### src/rtl/pio_pkg.sv
// Shared definitions for the push-button PIO: register map and edge-select encodings.
package pio_pkg;

  typedef enum logic [1:0] {
    ADDR_DATA = 2'd0,
    ADDR_DIR  = 2'd1,
    ADDR_MASK = 2'd2,
    ADDR_EDGE = 2'd3
  } addr_e;

  typedef enum logic [1:0] {
    EDGE_FALLING = 2'd0,
    EDGE_RISING  = 2'd1,
    EDGE_ANY     = 2'd2
  } edge_type_e;

  // Edge detect on a debounced level and its one-cycle-delayed copy.
  function automatic logic edge_hit(logic cur, logic prev, int unsigned etype);
    logic hit;
    hit = 1'b0;
    case (etype)
      int'(EDGE_FALLING): hit = prev & ~cur;
      int'(EDGE_RISING):  hit = ~prev & cur;
      default:            hit = prev ^ cur;
    endcase
    return hit;
  endfunction

endpackage

### src/rtl/pio_debounce.sv
// One button bit: two-flop synchronizer, stability counter, debounced level and edge pulse.
module pio_debounce
  import pio_pkg::*;
#(
  parameter int unsigned DEBOUNCE_CYCLES = 50000,
  parameter int unsigned EDGE_TYPE       = 0
) (
  input  logic clk,
  input  logic reset,
  input  logic din,
  output logic stable,
  output logic edge_det
);

  localparam int unsigned     CW   = $clog2(DEBOUNCE_CYCLES);
  localparam logic [CW-1:0]   LAST = CW'(DEBOUNCE_CYCLES - 1);

  logic          sync1;
  logic          sync2;
  logic          stable_d;
  logic [CW-1:0] count;

  always_ff @(posedge clk) begin
    if (reset) begin
      sync1    <= 1'b1;
      sync2    <= 1'b1;
      stable   <= 1'b1;
      stable_d <= 1'b1;
      count    <= '0;
    end else begin
      sync1    <= din;
      sync2    <= sync1;
      stable_d <= stable;
      // Any return to the accepted level restarts the count, so bounces never accumulate.
      if (sync2 == stable) begin
        count <= '0;
      end else if (count == LAST) begin
        stable <= sync2;
        count  <= '0;
      end else begin
        count <= count + 1'b1;
      end
    end
  end

  assign edge_det = edge_hit(stable, stable_d, EDGE_TYPE);

endmodule

### src/rtl/pio_button_in.sv
// Avalon-MM push-button input port: 8 debounced inputs, edge capture with W1C and masked level irq.
module pio_button_in
  import pio_pkg::*;
#(
  parameter int unsigned DEBOUNCE_CYCLES = 50000,
  parameter int unsigned EDGE_TYPE       = 0
) (
  input  logic       clk,
  input  logic       reset,
  input  logic [1:0] address,
  input  logic       chipselect,
  input  logic       write_n,
  input  logic [7:0] writedata,
  output logic [7:0] readdata,
  input  logic [7:0] in_port,
  output logic       irq
);

  logic [7:0] stable;
  logic [7:0] edge_det;
  logic [7:0] mask;
  logic [7:0] edgecapture;
  logic [7:0] rd_mux;
  logic       wr_en;

  for (genvar i = 0; i < 8; i++) begin : g_bit
    pio_debounce #(
      .DEBOUNCE_CYCLES(DEBOUNCE_CYCLES),
      .EDGE_TYPE      (EDGE_TYPE)
    ) u_debounce (
      .clk     (clk),
      .reset   (reset),
      .din     (in_port[i]),
      .stable  (stable[i]),
      .edge_det(edge_det[i])
    );
  end

  assign wr_en = chipselect & ~write_n;

  always_comb begin
    rd_mux = '0;
    case (address)
      ADDR_DATA: rd_mux = stable;
      ADDR_DIR:  rd_mux = '0;
      ADDR_MASK: rd_mux = mask;
      ADDR_EDGE: rd_mux = edgecapture;
      default:   rd_mux = '0;
    endcase
  end

  always_ff @(posedge clk) begin
    if (reset) begin
      mask        <= '0;
      edgecapture <= '0;
      readdata    <= '0;
    end else begin
      if (wr_en && address == ADDR_MASK) begin
        mask <= writedata;
      end
      // New edges are ORed in after the clear so a coincident set wins.
      if (wr_en && address == ADDR_EDGE) begin
        edgecapture <= (edgecapture & ~writedata) | edge_det;
      end else begin
        edgecapture <= edgecapture | edge_det;
      end
      readdata <= rd_mux;
    end
  end

  assign irq = |(edgecapture & mask);

endmodule
### config.mk
export PLATFORM = sky130hd
export DESIGN_NAME = pio_button_in
export DESIGN_NICKNAME = d
export VERILOG_FILES = /design/src/rtl/pio_pkg.sv /design/src/rtl/pio_debounce.sv /design/src/rtl/pio_button_in.sv
export SDC_FILE = /design/constraint.sdc
export NUM_CORES = 1
export LEC_CHECK = 0
export BUFFER_PORTS_ARGS = -buffer_cell sky130_fd_sc_hd__buf_4
export CORE_ASPECT_RATIO = 1.75
export CORE_MARGIN = 1.5
export CORE_UTILIZATION = 55
export CTS_BUF_LIST = sky130_fd_sc_hd__clkbuf_16
export CTS_CLUSTER_DIAMETER = 60
export DETAILED_ROUTE_END_ITERATION = 16
export PLACE_DENSITY = 0.76
export SYNTH_ARGS = -nofsm -noshare
export SYNTH_HDL_FRONTEND = slang
export SYNTH_SLANG_ARGS = --single-unit
export TNS_END_PERCENT = 10
### constraint.sdc
create_clock -name clk -period 2 [get_ports clk]
set_input_delay 0.3 -clock clk [delete_from_list [all_inputs] [get_ports clk]]
set_output_delay 0.3 -clock clk [all_outputs]
set_load 0.05 [all_outputs]
==> results.toml <==
[route]
drtIter0Drc = 223
drt_pass1_iterations = 4
via_per_inst = 5.47
wirelength_mm = 14.5
vias = 5884
ant_nets = 0
route.detailed.wl_per_inst_um = 13.5
drc = 0

[power]
p_int_mw = 5.90
p_leak_nw = 2.85
ir_worst_vdd_uv = 535
sw_frac_of_total_pct = 21.5
power_frac_comb_pct = 2.6
power.density_nw_per_um2 = 860
p_seq_share_pct = 49.4
clock_power_share_pct = 48.1
p_switching_mw = 1.61

[sta]
slew_violations = 0
setup_ws_ns = 0.155
max_freq_mhz = 542
period_share_pct = 92.3
finalHoldViolCount = 0
tightest_slew_ns = 0.559
timing.slew.headroom_pct = 62.4
tns_ns = 0
fin_skew_ns = 0.00914
setup_viol = 0
rsz0062_at_grt = "no"
fin_crit_ns = 1.85

[worst_setup_path]
cp.arrival_ns = 2.17
critPathBufInv = 0
r2r_end = "g_bit[3].u_debounce.count[1]"
crit_slowest_cell = "or4b_1"
worst_r2r_startpoint = "g_bit[3].u_debounce.count[7]"
crit_family = "simple AND/OR/NAND/NOR gates"
crit_chain = "or4b_1, or4_1, or2_1, and3_1"
required_ns = 2.32
cpPeakStageDelay_ns = 0.52
critPathMaxFanout = 4
crit_path_end_kind = "register"
rrSetupSlack_ns = 0.15
cp-start-kind = "register"
r2r_cells = 4
worstSetupPathType = "reg -> reg"

[clocking]
cts_hold_buffers = 0
htreeDepth = 4
cts.clk_slew.worst_paths_ns = 0.07
clock-sinks = 184
root_buffer = "clkbuf_16"
clockBufferDepth = 2
cts_inserted_buffers = 17
cts_resized = 0
cts_setup_buffers = 0
cts_tree = "done"
insertion_delay_ns = 0.42

[synth]
ys_seq_elements = 184
post_synth_num_cell_types = 39
synth_edf_count = 0
netlist_area_sq_um = 7650
synthFlopType = "dfxtp_1"
synth_nets = 880
syn_inst = 850
ys_seq_area_share_pct = 48.2
async_flop_share_pct = 0
syn_area_per_cell_sq_um = 9.00
yosys_warnings = 0

[worst_hold_path]
holdPathEnd = "g_bit[4].u_debounce.sync1"
min_path_type = "in -> reg"
hp-start = "in_port[4]"
hold_depth = 2

[finish]
fill_cells = 1137
nets = 918
final_common_cell = "dfxtp_1"
multi_input_area_sq_um = 3760
n_antenna_cell = 0
seqCellArea_sq_um = 3680
final_cell_mix = "184 x dfxtp_1, 170 x nor2_1, 91 x xnor2_1, 41 x buf_4"
syn_to_final_growth_pct = 14.1
drive_gt1_share_pct = 11.4

[floorplan]
core-area_sq_um = 13500
start_util_pct = 56.6
num_io_pins = 31
core.rowCount = 56
fp.dieH_um = 159
die-area_sq_um = 14700
die_width_um = 92.2

[run_status]
status = "finished, final reports clean"

[placement]
pre_cts_slack_ns = 0.174
hpwl_mm = 9.81
io_buffers = 30
gp_congestion = 0.828

[grt]
grt_use_total_pct = 20.8
grt_pass1_wl_mm = 25.2
grt_overflow = 0
grt_max_degree = 43
first_global_vias = 5704
antenna_found_initial = 0

[flow_run]
max_cap_viol_count = 0
## metal layers
metal  share of wire (%)  track usage (%)  vias to the layer above
met2                  53             37.4                       81
met1                  42             23.5                     2803
li1                    -                -                     2983
met3                 3.6             4.68                       17
met5                   0                0                        -
met4                 1.6             7.69                        0
## synth_stat cells, types with 15 or more instances
library cell | count | area (sq um)
nor4_1 | 28 | 175
nor3_1 | 29 | 145
xor2_1 | 23 | 201
mux2i_1 | 17 | 170
xnor2_1 | 91 | 797
a21oi_1 | 22 | 110
nor2_1 | 170 | 638
nand2_1 | 39 | 146
nand4_1 | 36 | 225
and3_1 | 16 | 100
or2_2 | 24 | 150
nand3_1 | 39 | 195
inv_1 | 27 | 101
clkbuf_1 | 15 | 56.3
dfxtp_1 | 184 | 3680
## flip-flops by register name, summed over array words and instances (netlist names)
signal                     cells
mask                           8
edgecapture                    8
g_bit.u_debounce.stable_d      8
g_bit.u_debounce.stable        8
readdata                       8
g_bit.u_debounce.sync2         8
g_bit.u_debounce.sync1         8
g_bit.u_debounce.count       128
## power groups by stage
stage | sequential [mW] | clock (mW) | combinational [mW]
2_1_floorplan | 3.81 | 0 | 0.0966
3_3_place_gp | 3.79 | 0 | 0.192
3_5_place_dp | 3.79 | 0 | 0.192
4_1_cts | 3.71 | 3.68 | 0.194
5_1_grt | 3.71 | 3.83 | 0.211
6_report | 3.71 | 3.61 | 0.192
## cell type report
type | instances | area share (%)
Multi-Input combinational cell | 616 | 43.1
Sequential cell | 184 | 42.2
Clock buffer | 17 | 4.87
Timing Repair Buffer | 42 | 3.76
Tap cell | 174 | 2.49
Clock inverter | 15 | 2.45
Inverter | 27 | 1.16
## how the worst max path moves through the flow
stage,start,to,slack [ns],cells past startpoint
floorplan,g_bit[3].u_debounce.count[4],g_bit[3].u_debounce.count[12],0.21,5
global placement,g_bit[3].u_debounce.count[7],g_bit[3].u_debounce.count[1],0.18,4
detailed placement,g_bit[3].u_debounce.count[0],g_bit[3].u_debounce.count[1],0.17,5
CTS,g_bit[3].u_debounce.count[7],g_bit[3].u_debounce.count[1],0.16,4
global route,g_bit[3].u_debounce.count[0],g_bit[3].u_debounce.count[1],0.05,5
finish,g_bit[3].u_debounce.count[7],g_bit[3].u_debounce.count[1],0.15,4
## logic make-up (layout without fill, tap and decap cells)
group / after synthesis / in the layout / share of synthesized area [%]
multiplexers: 17 / 17 / 2.22
adder cells (fa/ha/maj): 8 / 8 / 1.31
AND/OR/NAND/NOR: 437 / 437 / 29.2
buffers and inverters: 50 / 101 / 2.78
XOR/XNOR: 114 / 114 / 13.1
AO/OA/AOI/OAI: 40 / 40 / 3.25
flip-flops: 184 / 184 / 48.2
## per-stage QoR
stage               total power, mW  std cells  hold slack (ns)  cell area (sq um)  util (%)
detailed placement             3.99       1043            0.396               8090      59.8
global route                   7.75       1075           0.0490               8730      64.6
floorplan                      3.91        850            0.389               7650         -
CTS                            7.58       1075           0.0442               8730      64.6
global placement               3.98       1043            0.391               8090      59.8
finish                         7.51       1075           0.0540               8730      64.6
(Power assumes the default switching activity.)
